<file path="src/rtl/seg7_scan_pkg.sv">
// Shared definitions for the seven-segment scanner.
//   DIGITS   : number of multiplexed digits
//   SEG_OFF  : all segments dark (active-low)
//   AN_OFF   : all anodes off (active-low)
//   hex_code : nibble -> active-low segment code {dp,g,f,e,d,c,b,a}, dp off
package seg7_scan_pkg;

   localparam int         DIGITS  = 8;
   localparam logic [7:0] SEG_OFF = 8'hFF;
   localparam logic [7:0] AN_OFF  = 8'hFF;

   localparam logic [7:0] HEX_0 = 8'hC0;
   localparam logic [7:0] HEX_1 = 8'hF9;
   localparam logic [7:0] HEX_2 = 8'hA4;
   localparam logic [7:0] HEX_3 = 8'hB0;
   localparam logic [7:0] HEX_4 = 8'h99;
   localparam logic [7:0] HEX_5 = 8'h92;
   localparam logic [7:0] HEX_6 = 8'h82;
   localparam logic [7:0] HEX_7 = 8'hF8;
   localparam logic [7:0] HEX_8 = 8'h80;
   localparam logic [7:0] HEX_9 = 8'h90;
   localparam logic [7:0] HEX_A = 8'h88;
   localparam logic [7:0] HEX_B = 8'h83;
   localparam logic [7:0] HEX_C = 8'hC6;
   localparam logic [7:0] HEX_D = 8'hA1;
   localparam logic [7:0] HEX_E = 8'h86;
   localparam logic [7:0] HEX_F = 8'h8E;

   function automatic logic [7:0] hex_code(input logic [3:0] nib);
      case (nib)
         4'h0: hex_code = HEX_0;
         4'h1: hex_code = HEX_1;
         4'h2: hex_code = HEX_2;
         4'h3: hex_code = HEX_3;
         4'h4: hex_code = HEX_4;
         4'h5: hex_code = HEX_5;
         4'h6: hex_code = HEX_6;
         4'h7: hex_code = HEX_7;
         4'h8: hex_code = HEX_8;
         4'h9: hex_code = HEX_9;
         4'hA: hex_code = HEX_A;
         4'hB: hex_code = HEX_B;
         4'hC: hex_code = HEX_C;
         4'hD: hex_code = HEX_D;
         4'hE: hex_code = HEX_E;
         default: hex_code = HEX_F;
      endcase
   endfunction

endpackage

</file>
<file path="src/rtl/seg7_scan_hex_to_seg7.sv">
// Combinational nibble + decimal point -> active-low segment pattern.
//   nib : hex digit value
//   dp  : decimal point, 1 = lit
//   seg : {dp,g,f,e,d,c,b,a}, active-low
module hex_to_seg7
   import seg7_scan_pkg::*;
(
   input  logic [3:0] nib,
   input  logic       dp,
   output logic [7:0] seg
);

   logic [7:0] code;

   assign code = hex_code(nib);
   assign seg  = {~dp, code[6:0]};

endmodule

</file>
<file path="src/rtl/seg7_scan.sv">
// 8-digit common-anode seven-segment scanner.
// Shows the 32-bit segdata as 8 hex digits, one digit per SCAN_DIV-cycle slot,
// with BLANK_CYC all-off cycles at the start of each slot against ghosting.
// Inputs are captured into shadow registers only at the frame boundary so a
// mid-scan write never tears the display.
//   seg_clk    : display clock
//   segrst     : synchronous active-high reset
//   segdata    : nibble i -> digit i (digit 0 rightmost)
//   segdp      : decimal point per digit, 1 = lit
//   segmask    : digit enable, 1 = may light
//   segmode    : 0 = plain hex, 1 = leading-zero blanking
//   seg_an     : anodes, active-low
//   seg_out    : segments {dp,g,f,e,d,c,b,a}, active-low
//   frame_tick : one-cycle pulse in the cycle the shadow holds new data
module seg7_scan
   import seg7_scan_pkg::*;
#(
   parameter int SCAN_DIV  = 100000,
   parameter int BLANK_CYC = 1000
) (
   input  logic        seg_clk,
   input  logic        segrst,
   input  logic [31:0] segdata,
   input  logic [7:0]  segdp,
   input  logic [7:0]  segmask,
   input  logic        segmode,
   output logic [7:0]  seg_an,
   output logic [7:0]  seg_out,
   output logic        frame_tick
);

   localparam int DW = (SCAN_DIV > 1) ? $clog2(SCAN_DIV) : 1;
   localparam logic [DW-1:0] DIV_LAST = DW'(SCAN_DIV - 1);
   localparam logic [DW-1:0] BLANK_W  = DW'(BLANK_CYC);

   logic [DW-1:0]     div_cnt;
   logic [2:0]        idx;
   logic [31:0]       sh_data;
   logic [7:0]        sh_dp;
   logic [7:0]        sh_mask;
   logic              sh_mode;

   logic              slot_end;
   logic              frame_end;
   logic              in_blank;
   logic [DIGITS-1:0] vis;
   logic [3:0]        cur_nib;
   logic [7:0]        cur_seg;
   logic [7:0]        an_code;

   assign slot_end  = (div_cnt == DIV_LAST);
   assign frame_end = slot_end && (idx == 3'd7);

   // With no blanking the compare would be constant-false; drop it entirely.
   if (BLANK_CYC == 0) begin : g_noblank
      assign in_blank = 1'b0;
   end else begin : g_blank
      assign in_blank = (div_cnt < BLANK_W);
   end

   // Leading-zero blanking: digit i goes dark when every nibble from 7 down
   // to i is zero. Digit 0 is exempt so a zero value still shows "0".
   for (genvar i = 0; i < DIGITS; i++) begin : g_vis
      if (i == 0) begin : g_d0
         assign vis[i] = sh_mask[i];
      end else begin : g_dn
         assign vis[i] = sh_mask[i] & (~sh_mode | (|sh_data[31:4*i]));
      end
   end

   assign cur_nib = sh_data[{idx, 2'b00} +: 4];
   assign an_code = ~(8'd1 << idx);

   hex_to_seg7 u_hex (
      .nib (cur_nib),
      .dp  (sh_dp[idx]),
      .seg (cur_seg)
   );

   always_ff @(posedge seg_clk) begin
      if (segrst) begin
         div_cnt    <= '0;
         idx        <= '0;
         sh_data    <= '0;
         sh_dp      <= '0;
         sh_mask    <= '0;
         sh_mode    <= 1'b0;
         seg_an     <= AN_OFF;
         seg_out    <= SEG_OFF;
         frame_tick <= 1'b0;
      end else begin
         div_cnt    <= slot_end ? '0 : div_cnt + 1'b1;
         if (slot_end) idx <= idx + 3'd1;   // 3-bit wrap 7 -> 0
         frame_tick <= frame_end;
         if (frame_end) begin
            sh_data <= segdata;
            sh_dp   <= segdp;
            sh_mask <= segmask;
            sh_mode <= segmode;
         end
         // Outputs reflect this cycle's (idx, div_cnt): one cycle of latency.
         if (in_blank || !vis[idx]) begin
            seg_an  <= AN_OFF;
            seg_out <= SEG_OFF;
         end else begin
            seg_an  <= an_code;
            seg_out <= cur_seg;
         end
      end
   end

endmodule

</file>
<file path="config.mk">
export PLATFORM = sky130hd
export DESIGN_NAME = seg7_scan
export DESIGN_NICKNAME = d
export VERILOG_FILES = /design/src/rtl/seg7_scan_pkg.sv /design/src/rtl/seg7_scan_hex_to_seg7.sv /design/src/rtl/seg7_scan.sv
export SDC_FILE = /design/constraint.sdc
export NUM_CORES = 1
export LEC_CHECK = 0
export CAP_MARGIN = 20
export CORE_UTILIZATION = 40
export DETAILED_ROUTE_END_ITERATION = 12
export PLACE_DENSITY = 0.67
export SYNTH_ARGS = -nofsm -noshare
export SYNTH_HDL_FRONTEND = slang
export SYNTH_SLANG_ARGS = --single-unit
export TNS_END_PERCENT = 20
</file>
<file path="constraint.sdc">
create_clock -name seg_clk -period 2.56 [get_ports seg_clk]
set_input_delay 0.512 -clock seg_clk [delete_from_list [all_inputs] [get_ports seg_clk]]
set_output_delay 0.512 -clock seg_clk [all_outputs]
set_load 0.1 [all_outputs]
</file>
==> results.cfg, run 1 <==
[clock_tree]
clk_pin_slew_ps = 90
number_of_levels_the_h_tree_was_split_into = 3
max-clock-path-buffers = 2
clock_latency_ps = 360
cts_buffer_count = 9
setup_repair_bufs_after_cts = 0
cts_root_buf = sky130_fd_sc_hd__clkbuf_8
clock_sink_count = 86
cts-resized-gates = 0
cts_tree = built
postCtsHoldBufs = 0

[grt]
globalRoute.totalOverflow = 0
grt_pass1_wl_um = 13600
antenna_found_initial = 0
grt_start_max_net_pins = 56
grtUsageTotal_pct = 17.4
via_count_of_the_first_global_routing_pass = 2963

[flow_run]
drv.max_cap_violation_count = 0

[synthesis]
syn_area_per_cell_um2 = 8.88
synthCells = 430
synth_enable_flop_cells = 0
synth_nets = 494
warning_count_from_the_yosys_run = 0
ys.flop_type = sky130_fd_sc_hd__dfxtp_1
synth.distinct_cells = 44
netlist_top_cells_count = 119 x sky130_fd_sc_hd__nand2_1, 86 x sky130_fd_sc_hd__dfxtp_1, 54 x sky130_fd_sc_hd__a21oi_1
post_synth_main_area_contributors = sky130_fd_sc_hd__dfxtp_1 45%, sky130_fd_sc_hd__nand2_1 12%, sky130_fd_sc_hd__a21oi_1 7.1%
synth_area_leader_cell = sky130_fd_sc_hd__dfxtp_1
post_synth_instance_area_mm2 = 0.00382
post-synth-top-count-cell = sky130_fd_sc_hd__nand2_1
postSynth.asyncResetShare_pct = 0
synth-seq-cells = 86
synth_top_cell_area_share_pct = 45.1
synth_seq_area_share_pct = 45.1

[worst_setup_path]
worst_ep_arrival_time_ps = 2580
cp_max_fo = 6
critical_path.endpoint_type = flip-flop
cp_data_required_time_ps = 2810
worst_setup_path_start_kind = flip-flop
ws_path_type = flip-flop to flip-flop
worst_setup_path_startpoint = idx[0]
crit-reg2reg-launch = idx[0]

[floorplan]
die_w_um = 99.7
rows = 35
placeableCoreArea_mm2 = 0.00924
io_pins = 68
initial_utilization_pct = 41.3
die-area_mm2 = 0.00994
floorplan.die.height_um = 99.7

[timing]
worst_clock_skew_ps = 9.02
final_hold_viol_count = 0
finalCriticalPeriod_ps = 2330
setup-violations-final = 0
finalMaxSlewViolations = 0
worst_slew_margin_rel_pct = 59.3
fmaxAchievable_ghz = 0.429
grt_setup_unrepaired = no
share_of_the_cycle_needed_by_the_critical_path_after_routing_pct = 91.0
tightest_slew_ps = 606
fin_tns_setup_ps = 0

[placed_design]
place.gp.congestion = 0.792
dpl.cell_count = 610
dpl-instance-area_mm2 = 0.00454
dp_hpwl_um = 6040
placement.io_buffers = 67

[final_layout]
layout-drive-gt1-share_pct = 12.9
antenna_cells_inserted = 0
final_net_count = 556
area.growth.synth_to_final_pct = 25.9
postLayoutCellArea_mm2 = 0.00481
final_cell_count_no_fill = 626
utilization_pct = 52.0

[pwr]
power_frac_comb_pct = 3.8
ir_worst_vdd_v = 0.000222
switching_power_mw = 0.537
powerDensity_mw_per_mm2 = 562
total_leakage_power_nw = 1.74
swShare_pct = 19.9
power.internal_mw = 2.16
finalPower_mw = 2.70
power_frac_clock_pct = 46.5
share_seq_of_total_power_pct = 49.7

[drt]
drt_iter0_drc = 118
ant_nets = 0
routed-via-count = 3112
drcViolationCount = 0
firstDrtPassIters = 4
vias_per_cell = 4.97
post_drt_wl_per_cell_um = 13.3
routed_wl_um = 8320

[hold_path]
hold_path.class = flip-flop to flip-flop
timing.hold.worst.start = div_cnt[0]

[status]
outcome = completed
==> cell usage in the layout, fill, tap and decap left out, drive strengths merged, types with 4 or more instances in the layout <==
cell type and count:
nor2 28, ha 13, a221o 4, nand3 10, dfxtp 86, o211ai 7
and4 5, nor4 9, mux4 10, mux2i 5, inv 10, nand2 120
bufinv 4, clkdlybuf4s50 49, a21oi 54, buf 28, clkbuf 9, xor2 10
xnor2 6
==> power by group through the flow <==
stage,registers [mW],logic [mW],clock network (mW)
floorplan,1.37,0.0225,0
global placement,1.37,0.100,0
detailed placement,1.37,0.102,0
CTS,1.34,0.102,1.27
global route,1.34,0.109,1.33
finish,1.34,0.102,1.26
==> state kept, by name (all words and copies together), names as in the netlist <==
name,cells
sh_mask,8
idx,3
seg_an,8
frame_tick,1
sh_data,32
div_cnt,17
seg_out,8
sh_dp,8
sh_mode,1
==> routing by layer <==
metal  GRT usage, %  up-vias  routed length [um]
met5              0        -                   0
met4           6.79        0                 128
met3           3.72       12                 367
met2           28.4       64                3760
met1           22.4     1440                4070
li1               -     1596                   -
==> through the flow <==
stage	setup slack, ps	hold slack (ps)
2_1_floorplan	207	413
3_3_place_gp	347	424
3_5_place_dp	208	440
4_1_cts	197	453
5_1_grt	45.0	476
6_report	230	445
==> path summary, 6_finish.rpt <==
| check | endpoint | slack (ps) | depth (start not counted) |
|---|---|---|---|
| max reg2reg | seg_out[6] | 230 | 9 |
| max | seg_out[6] | 230 | 9 |
| min reg2reg | div_cnt[0] | 450 | 1 |
| min | div_cnt[0] | 450 | 1 |
==> layout make-up <==
class | instances | area, um2
Fill cell | 879 | 4430
Multi-Input combinational cell | 309 | 1920
Sequential cell | 86 | 1720
Timing Repair Buffer | 77 | 698
Tap cell | 129 | 161
Clock inverter | 7 | 145
Clock buffer | 9 | 124
Inverter | 9 | 33.8
==> critical path, cell delays in order, from the launching register on <==
cell and delay [ps]:
sky130_fd_sc_hd__dfxtp_1 430, sky130_fd_sc_hd__buf_4 210, sky130_fd_sc_hd__mux4_2 510, sky130_fd_sc_hd__mux2i_1 250, sky130_fd_sc_hd__inv_2 90, sky130_fd_sc_hd__ha_1 220
sky130_fd_sc_hd__inv_1 60, sky130_fd_sc_hd__or2_2 110, sky130_fd_sc_hd__nand2_1 40, sky130_fd_sc_hd__a221o_1 290
==> logic make-up (layout without fill, tap and decap cells) <==
logic type | count (synthesis) | in the layout | share of synthesized area, %
flip-flops | 86 | 86 | 45.1
AND/OR/NAND/NOR | 187 | 187 | 21.5
XOR/XNOR | 16 | 16 | 3.67
buffers and inverters | 35 | 102 | 4.52
adder cells (fa/ha/maj) | 13 | 13 | 4.26
multiplexers | 15 | 15 | 7.50
AO/OA/AOI/OAI | 78 | 78 | 13.4
(Power assumes the default switching activity.)
==> run 2: changes to the inputs <==
- CTS_BUF_LIST: default -> sky130_fd_sc_hd__clkbuf_4 sky130_fd_sc_hd__clkbuf_8 sky130_fd_sc_hd__clkbuf_16
- GPL_TIMING_DRIVEN: default -> 0
- RECOVER_POWER: default -> 25
==> run 2 against run 1 <==
- non-clock buffer count up 19
- critical path depth up 1
- combinational power up 5%
- die area unchanged
- register-to-register slack worse by 90 ps
- highest routed layer unchanged
==> results.cfg, run 2 (synthesis results as in run 1) <==
[worst_setup_path]
ws_path_type = flip-flop to flip-flop
critical-path-slowest-cell = sky130_fd_sc_hd__mux4_2
worst_setup_path_start_kind = flip-flop
cp_data_required_time_ps = 2820
timing.critical_path.slowest_cell_delay_ps = 550
worst_ep_arrival_time_ps = 2680
cp_common_cell = sky130_fd_sc_hd__inv_1
reg2reg_depth = 10
critical_path.endpoint_type = flip-flop
cp_max_fo = 10
cp_cell_sequence = buf_6 > buf_8 > mux4_2 > mux2i_4 > inv_1 > ha_1 > inv_1 > or2_2 > nand2_1 > a221o_1

[grt]
grt_start_max_net_pins = 15
antenna_found_initial = 0
via_count_of_the_first_global_routing_pass = 3081
globalRoute.totalOverflow = 0
grt_pass1_wl_um = 14800
grtUsageTotal_pct = 19.1

[timing]
grt_setup_unrepaired = no
worst_clock_skew_ps = 9.84
finalMaxSlewViolations = 0
final_hold_viol_count = 0
worst_slew_margin_rel_pct = 35.1
tightest_slew_ps = 971
finalCriticalPeriod_ps = 2420
finalWorstSetupSlack_ps = 140
fin_tns_setup_ps = 0
setup-violations-final = 0
fmaxAchievable_ghz = 0.413
share_of_the_cycle_needed_by_the_critical_path_after_routing_pct = 94.5
worst_hold_slack_ps = 448

[final_layout]
multi_input_area_mm2 = 0.00193
most_frequent_cells_in_the_layout = 119 x sky130_fd_sc_hd__nand2_1, 84 x sky130_fd_sc_hd__dfxtp_1, 66 x sky130_fd_sc_hd__clkdlybuf4s50_1
antenna_cells_inserted = 0
layout-drive-gt1-share_pct = 10.1
final_cell_count_no_fill = 645
largest_register_ffs = 32
final_net_count = 575
most_frequent_standard_cell_in_the_layout_excluding_fill_and_tap_cells = sky130_fd_sc_hd__nand2_1
filler_cell_count = 915
area.growth.synth_to_final_pct = 27.9
largestRegisters = sh_data: 32 flops, div_cnt: 17 flops
postLayoutCellArea_mm2 = 0.00488
ff_latch_area_mm2 = 0.00172
utilization_pct = 52.8
regMostFlops = sh_data

[pwr]
powerDensity_mw_per_mm2 = 498
total_leakage_power_nw = 1.75
ir_worst_vdd_v = 0.000240
finalPower_mw = 2.43

[clock_tree]
cts_buffer_count = 9
cts_tree = built
clock_latency_ps = 360
cts_root_buf = sky130_fd_sc_hd__clkbuf_8
clk_pin_slew_ps = 90
max-clock-path-buffers = 2
clock_sink_count = 86
number_of_levels_the_h_tree_was_split_into = 3

[floorplan]
initial_utilization_pct = 41.3
die-area_mm2 = 0.00994
placeableCoreArea_mm2 = 0.00924
io_pins = 68
floorplan.die.height_um = 99.7
die_w_um = 99.7
rows = 35

[placed_design]
dpl-instance-area_mm2 = 0.00465
pre_cts_slack_ps = -86.2
dpl.cell_count = 626
placement.io_buffers = 67
place.gp.congestion = 0.887
dp_hpwl_um = 6540

[drt]
routed-via-count = 3220
vias_per_cell = 4.99
drt_iter0_drc = 140
ant_nets = 0
drcViolationCount = 0
firstDrtPassIters = 4
routed_wl_um = 8820
post_drt_wl_per_cell_um = 13.7

[hold_path]
min_delay_path_depth = 1
hold_path.class = flip-flop to flip-flop

[status]
outcome = completed

[flow_run]
drv.max_cap_violation_count = 0
[run 2: cell count changes in the layout (fill, tap and decap cells not counted), sizes merged]
cell,previous run,this run
buf,28,14
bufinv,4,1
clkbuf,9,26
dlygate4sd3,0,1
clkdlybuf4s50,49,66
clkinvlp,1,2
[run 2: path summary, 6_finish.rpt]
path | from | slack (ps) | to
setup / recovery | idx[0] | 140 | seg_out[6]
hold / removal | div_cnt[0] | 450 | div_cnt[0]
setup reg to reg | idx[0] | 140 | seg_out[6]
hold reg to reg | div_cnt[0] | 450 | div_cnt[0]
[run 2: area by class of cell]
type	count	area share (%)
Tap cell	129	3.31
Timing Repair Buffer	70	14.2
Sequential cell	86	35.3
Clock buffer	11	2.84
Inverter	9	0.692
Multi-Input combinational cell	309	39.6
Buffer	26	2.87
Clock inverter	5	1.20
[run 2: where the power goes]
group / internal [mW] / total, mW / switching [mW] / leakage (nW)
clock: 0.475 / 0.981 / 0.506 / 0.0968
sequential: 1.34 / 1.34 / 0.00271 / 0.695
combinational: 0.0737 / 0.107 / 0.0336 / 0.960
[run 2: routing by layer]
layer | track usage (%) | part of all wire (%)
met1 | 25.0 | 48
met2 | 30.6 | 46
met3 | 4.43 | 4.2
met4 | 7.69 | 2.0
met5 | 0 | 0
[run 2: timing repair]
item / in CTS / in global routing
setup endpoints to repair: 4 / 4
pin swaps: 0 / 0
resized for setup: 2 / 4
hold buffers: 0 / 0
hold endpoints to repair: 0 / 0
buffers inserted: 0 / 3
[run 2: critical path: cells and delay by family (launching register included)]
family / cells / cell delay, ps
multiplexers: 2 / 790
buffers and inverters: 4 / 500
flip-flops: 1 / 370
AO/OA/AOI/OAI: 1 / 290
adder cells (fa/ha/maj): 1 / 210
AND/OR/NAND/NOR: 2 / 160
==> run 3: changes to the inputs <==
- CTS_CLUSTER_SIZE: default -> 24
- SKIP_LAST_GASP: default -> 1
==> results of run 3 <==
Final layout, timing and power as in run 2 (identical DEF).
